==> src/rtl/ram_copier.sv <==
// DMA copy engine for the shared 32-bit byte-enable RAM port.
// Copies words or bytes from src to dst, one read/write pair per element, arbitrated via req/gnt.
module ram_copier #(
    parameter int unsigned num_kbytes = 128,
    parameter int unsigned len_width  = 16,
    localparam int unsigned addr_width = $clog2(num_kbytes * 'h400)
) (
    input  logic                  clk,
    input  logic                  rst,
    input  logic                  start,
    input  logic                  abort,
    input  logic                  bmode,
    input  logic [addr_width-1:0] src,
    input  logic [addr_width-1:0] dst,
    input  logic [len_width-1:0]  len,
    output logic                  busy,
    output logic                  done,
    output logic [len_width-1:0]  remaining,
    output logic                  mem_req,
    input  logic                  mem_gnt,
    output logic                  mem_wr,
    output logic                  mem_be,
    output logic [addr_width-1:0] mem_addr,
    output logic [31:0]           mem_wdata,
    input  logic [31:0]           mem_rdata
);

    typedef enum logic [2:0] {StIdle, StReq, StRd, StWr, StDone} state_t;

    state_t                state_q, state_d;
    logic [addr_width-1:0] src_q, dst_q;
    logic [len_width-1:0]  rem_q;
    logic                  bmode_q;
    logic                  abort_q;
    logic [31:0]           data_q;
    logic [addr_width-1:0] step;
    logic                  stop;
    logic [7:0]            sel_byte;

    assign step      = bmode_q ? addr_width'(1) : addr_width'(4);
    // An abort seen earlier in the transfer is held until the current pair completes.
    assign stop      = abort | abort_q;
    assign sel_byte  = data_q[{src_q[1:0], 3'b000} +: 8];
    assign remaining = rem_q;

    always_comb begin
        state_d = state_q;
        unique case (state_q)
            StIdle: begin
                if (start && !abort) state_d = (len == '0) ? StDone : StReq;
            end
            StReq: begin
                if (stop)         state_d = StDone;
                else if (mem_gnt) state_d = StRd;
            end
            StRd:   state_d = StWr;
            StWr: begin
                if (rem_q == len_width'(1) || stop) state_d = StDone;
                else if (mem_gnt)                   state_d = StRd;
                else                                state_d = StReq;
            end
            StDone: state_d = StIdle;
            default: state_d = StIdle;
        endcase
    end

    always_comb begin
        busy      = (state_q != StIdle);
        done      = (state_q == StDone);
        mem_req   = (state_q == StReq) || (state_q == StRd) || (state_q == StWr);
        mem_wr    = (state_q == StWr);
        mem_be    = (state_q == StWr) && bmode_q;
        mem_addr  = '0;
        mem_wdata = '0;
        if (state_q == StRd) begin
            mem_addr = src_q;
        end else if (state_q == StWr) begin
            mem_addr  = dst_q;
            mem_wdata = bmode_q ? (32'(sel_byte) << {dst_q[1:0], 3'b000}) : data_q;
        end
    end

    always_ff @(posedge clk) begin
        if (rst) begin
            state_q <= StIdle;
            src_q   <= '0;
            dst_q   <= '0;
            rem_q   <= '0;
            bmode_q <= 1'b0;
            abort_q <= 1'b0;
            data_q  <= '0;
        end else begin
            state_q <= state_d;
            case (state_q)
                StIdle: begin
                    if (start && !abort) begin
                        bmode_q <= bmode;
                        src_q   <= bmode ? src : {src[addr_width-1:2], 2'b00};
                        dst_q   <= bmode ? dst : {dst[addr_width-1:2], 2'b00};
                        rem_q   <= len;
                    end
                end
                StRd: data_q <= mem_rdata;
                StWr: begin
                    rem_q <= rem_q - len_width'(1);
                    src_q <= src_q + step;
                    dst_q <= dst_q + step;
                end
                default: ;
            endcase
            if (mem_req && abort)      abort_q <= 1'b1;
            else if (state_q == StDone) abort_q <= 1'b0;
        end
    end

endmodule

==> config.mk <==
export PLATFORM = sky130hd
export DESIGN_NAME = ram_copier
export DESIGN_NICKNAME = d
export VERILOG_FILES = /design/src/rtl/ram_copier.sv
export SDC_FILE = /design/constraint.sdc
export NUM_CORES = 1
export LEC_CHECK = 0
export ABC_CLOCK_PERIOD_IN_PS = 2400
export BUFFER_PORTS_ARGS = -buffer_cell sky130_fd_sc_hd__buf_2
export CAP_MARGIN = 5
export CORE_ASPECT_RATIO = 0.75
export CORE_MARGIN = 4
export CORE_UTILIZATION = 35
export DETAILED_ROUTE_END_ITERATION = 10
export HOLD_SLACK_MARGIN = 0.02
export PLACE_DENSITY = 0.68
export SLEW_MARGIN = 15
export SYNTH_ARGS = -nofsm -noshare
export SYNTH_HDL_FRONTEND = slang
export SYNTH_SLANG_ARGS = --single-unit
==> constraint.sdc <==
create_clock -name clk -period 2.4 [get_ports clk]
set_input_delay 0 -clock clk [delete_from_list [all_inputs] [get_ports clk]]
set_output_delay 0 -clock clk [all_outputs]
set_load 0.05 [all_outputs]
Word level (Yosys, flattened, before mapping)
Cells that the tools add are included.
{"block": "op_classes", "n_addsub": 3, "mul": 0, "div_mod_pow": 0, "order_cmp": 0, "n_eq_ne": 7, "n_shift": 2, "n_mux": 23, "bitwise": 1, "n_reduce_logical": 15}
{"op": "$mux 32", "count": 3}
{"op": "$mux 17", "count": 4}
{"op": "$pmux 17 s2", "count": 2}
{"op": "$add 17x3->17", "count": 2}
{"op": "$pmux 16 s2", "count": 1}
{"op": "$shiftx 32x6->8", "count": 1}
{"op": "$shl 8x5->32", "count": 1}
{"op": "$mux 3", "count": 6}
{"op": "$eq 16x1->1 const B", "count": 1}
{"op": "$logic_not 16->1", "count": 1}
{"op": "$mux 16", "count": 1}
{"op": "$sub 16x1->16 const B", "count": 1}
{"op": "$pmux 3 s4", "count": 1}
{"op": "$eq 3x2->1 const B", "count": 2}
{"op": "$mux 2", "count": 3}
{"op": "$reduce_and 2->1", "count": 3}
{"op": "$reduce_bool 2->1", "count": 2}
{"op": "$eq 3x1->1 const B", "count": 1}
{"op": "$eq 3x3->1 const B", "count": 1}
{"op": "$logic_and 1x1->1", "count": 3}
{"op": "$logic_not 3->1", "count": 1}
{"op": "$logic_or 1x1->1", "count": 3}
{"op": "$ne 3x3->1 const B", "count": 1}
{"op": "$reduce_bool 3->1", "count": 1}
{"op": "other kinds (4)", "count": 5}
{"block": "word_totals", "ff_bits": 87, "latch_bits": 0, "ramBits": 0, "mem_bits_ro": 0, "inputBits": 88, "output_inout_bits": 70, "mem_count": 0}

Depth between registers and ports, before layout
{"block": "depth", "ltp_word": 5, "mapped_depth": 8}

Least setup slack after synthesis
OpenSTA, ideal clock, no wires.
{"block": "synth_path", "kind": "register to output", "from": "reg state_q[2]", "to": "out mem_addr[14]", "arrival_time_ns": 2.191, "required_time_ns": 2.400, "slack_ns": 0.209, "path_stages_with_launch": 7, "path_cell_list": "dfxtp_1 buf_4 nand3b_4 buf_6 buf_2 buf_2 o21ai_0"}
{"block": "synth_between", "elab_chain_cells": 3}
{"element": "start, declared", "line_no": "30", "rtl": "state_t state_q, state_d;"}
{"element": "start signal, assigned", "line_no": "85", "rtl": "state_q <= StIdle;"}
{"element": "start signal, assigned", "line_no": "93", "rtl": "state_q <= state_d;"}
{"element": "$eq 3x2->1", "line_no": "77", "rtl": "end else if (state_q == StWr) begin"}
{"element": "$mux 17", "line_no": "77"}
{"element": "$mux 17 (*)", "line_no": "75", "rtl": "if (state_q == StRd) begin"}
{"element": "end, declared", "line_no": "23", "rtl": "output logic [addr_width-1:0] mem_addr,"}
Mark *: on every way between the ends. The rest lies on a longest branch, timed or not.

Worst setup path in the final report
{"block": "layout_path", "from": "reg state_q[0]", "to": "out mem_addr[16]"}
The elaborated chain is that of the path after synthesis.

==> metrics.md <==
| Metric | Value |
|---|---|
| Dpl hpwl | 13.6 mm |
| Largest net degree at the start of global routing | 75 |
| H-tree depth | 3 |
| Critical Path RT | 2.40 ns |
| Skew final | 0.00733 ns |
| Number of setup violations in the final report | 0 |
| Pwr Density | 502 nW/µm² |
| ANT cells | 0 |
| Clock sinks | 87 |
| Row count | 38 |
| Placed cell count | 985 |
| HP Class | primary input to flip-flop |
| Synthesized netlist net count | 751 |
| CTS tree | built |
| WL per Instance | 18.3 µm |
| Largest fanout on the critical path | 23 |
| Synth Flop Type | dfxtp_1 |
| IO Count | 158 |
| Outcome | complete, no violations |
| DRT iter0 DRCs | 766 |
| Via count | 6169 |
| Congestion Overflow GR | 0 |
| Fin crit share | 0.898 |
| Share of cells above drive strength 1 | 0.251 |
| Share of the synthesized area in the top cell type | 0.335 |
| Final Max Tran Viols | 0 |
| Max_slew headroom | 0.601 |
| Hold WS | 0.0430 ns |
| Post-CTS resize count | 0 |
| GPL Wtd Cong | 0.938 |
| Nets | 966 |
| VDD IR max | 0.264 mV |
| Mapped Cells | 655 |
| Synth warn | 0 |
| Post-synth EDFFs | 0 |
| Syn Area/Cell | 7.94 µm² |
| Final total power | 0.00364 W |
| Fillers | 1397 |
| Minimum clock period | 2.15 ns |
| Post-Syn Area | 5200 µm² |
| TNS Setup | 0 ns |
| Initial antenna violation count | 0 |
| Synth-to-Final Area Change | 39.3% |
| Final ANT Viol Nets | 0 |
| Port Buffers | 157 |
| Core area | 14500 µm² |
| Vias in the first global route | 5676 |
| Register area share after synthesis | 0.335 |
| Reg clk slew, reported paths | 0.06 ns |
| Worst setup EP type | primary output |
| Clk buf depth | 2 |
| Yosys reg bits | 87 |
| Die span in y | 114 µm |
| CP Launch Type | flip-flop |
| Final std cells w/o fill | 1075 |
| Maxcap violations | 0 |
| Initial Utilization | 0.359 |
| Clock Latency Late Sink | 0.35 ns |
| Top cells by area, synth | dfxtp_1 (33%), nand2_1 (7.9%), a21oi_1 (5.4%) |
| DIE WIDTH | 149 µm |
| Final Hold Fails | 0 |
| Vias per std cell | 5.74 |
| Drt pass-1 iters | 5 |
| Most area-hungry cell type in the Yosys netlist | dfxtp_1 |
| RSZ-0062 raised after global routing | no |
| Max Fclk | 464 MHz |
| First-pass GRT wire length | 30.7 mm |
| Leak Pwr | 2.84 nW |
| Total GRT Usage | 0.229 |
| Routed WL | 19.7 mm |
| CTS Root Cell | clkbuf_16 |
| Cts bufs inserted | 9 |
| Total die area | 16900 µm² |
| Worst-margin pin slew | 0.595 ns |
| Worst path arrival time | 2.15 ns |
| Fraction of registers with async set/reset | 0 |
| Yosys cell types | 73 |
| Critical path type | flip-flop to primary output |
| # DRC | 0 |
==> layout by cell type (no fill, tap or decap), drive strengths merged, types with 11 or more instances in the layout <==
| cell type | n |
|---|---|
| buf | 176 |
| dlygate4sd3 | 74 |
| nand2 | 111 |
| o211ai | 13 |
| nand4 | 11 |
| nand3 | 20 |
| dfxtp | 87 |
| a21oi | 56 |
| a31oi | 23 |
| nor2 | 65 |
| a22oi | 33 |
| o21ai | 12 |
| inv | 13 |
| and3 | 11 |
| nor4 | 11 |
| nor3 | 15 |
==> per-layer routing <==
metal | track usage | vias to the layer above | share of wire
met5 | 0 | - | 0
met4 | 0.0957 | 0 | 0.033
met3 | 0.0421 | 56 | 0.091
met2 | 0.327 | 330 | 0.42
met1 | 0.338 | 2875 | 0.45
li1 | - | 2908 | -
==> synth_stat cells (4+ instances only) <==
cell and count:
buf_2 12, a311oi_1 8, o211ai_1 13, mux4_2 8
nand3_1 18, buf_1 8, dfxtp_1 87, a31oi_1 23
nor4_1 9, ha_1 8, o221ai_1 4, nand2_1 110
and2_1 4, or4_1 6, inv_1 8, and3_1 11
nand4_1 10, and4_1 5, or3_1 9, clkbuf_1 21
a32oi_1 5, o21ai_0 10, o311ai_0 6, a21oi_1 56
nor3_1 13, a22o_1 9, a21o_1 5, a211oi_1 6
a22oi_1 33, nor2_1 64
==> cell families (layout without fill, tap and decap cells) <==
group | Yosys count | in the layout | synth area share
and+or+nand+nor | 283 | 283 | 0.272
AOI/OAI and AO/OA | 204 | 204 | 0.274
DFF | 87 | 87 | 0.335
buffers and inverters | 57 | 277 | 0.0508
muxes | 12 | 12 | 0.0426
adders and majority gates | 8 | 8 | 0.0192
xor gates and xnor gates | 4 | 4 | 0.00674
==> what timing repair did <==
action,CTS,global route
hold buffers,74,0
setup buffers,0,0
hold endpoints to repair,76,0
==> per-stage QoR <==
step	instance area, µm²	utilization	setup slack [ns]
3_3_place_gp	6200	0.428	0.448
3_5_place_dp	6200	0.428	0.331
4_1_cts	7250	0.500	0.243
2_1_floorplan	5200	-	0.209
6_report	7250	0.500	0.245
5_1_grt	7250	0.500	0.0909
==> worst max-delay path, cell delays in order, from the launching register on <==
cell,delay (ns)
dfxtp_1,0.59
nand3b_4,0.17
inv_4,0.26
buf_12,0.20
and2_1,0.21
a21o_1,0.12
buf_2,0.26
==> registers in the layout, indices dropped and copies added (netlist names) <==
register / flops
abort_q: 1
state_q: 3
dst_q: 17
src_q: 17
bmode_q: 1
remaining: 16
data_q: 32
==> layout make-up <==
class / count / area [µm²] / area share
Inverter: 11 / 46.3 / 0.00639
Sequential cell: 87 / 1740 / 0.240
Tap cell: 200 / 250 / 0.0345
Timing Repair Buffer: 250 / 1710 / 0.236
Clock buffer: 9 / 225 / 0.0311
Multi-Input combinational cell: 511 / 3200 / 0.441
Clock inverter: 7 / 80.1 / 0.0111
==> power breakdown <==
part           total (W)  leakage [nW]  internal (W)  switching [W]
clock            0.00147         0.148      0.000820       0.000647
sequential       0.00158         0.707       0.00150      0.0000825
combinational   0.000589          1.99      0.000261       0.000328
total            0.00364          2.84       0.00258        0.00106
==> final timing paths <==
kind,depth (start not counted),from,to,slack (ns)
setup / recovery,6,state_q[0]$_SDFFE_PP0P_,mem_addr[16],0.25
hold / removal,3,dst[9],dst_q[9]$_SDFFE_PP0P_,0.04
hold reg to reg,2,data_q[11]$_SDFFE_PP0P_,data_q[11]$_SDFFE_PP0P_,0.47
setup reg to reg,6,bmode_q$_SDFFE_PP0P_,dst_q[9]$_SDFFE_PP0P_,0.29
Note: power is estimated with default switching activity, not from simulation.
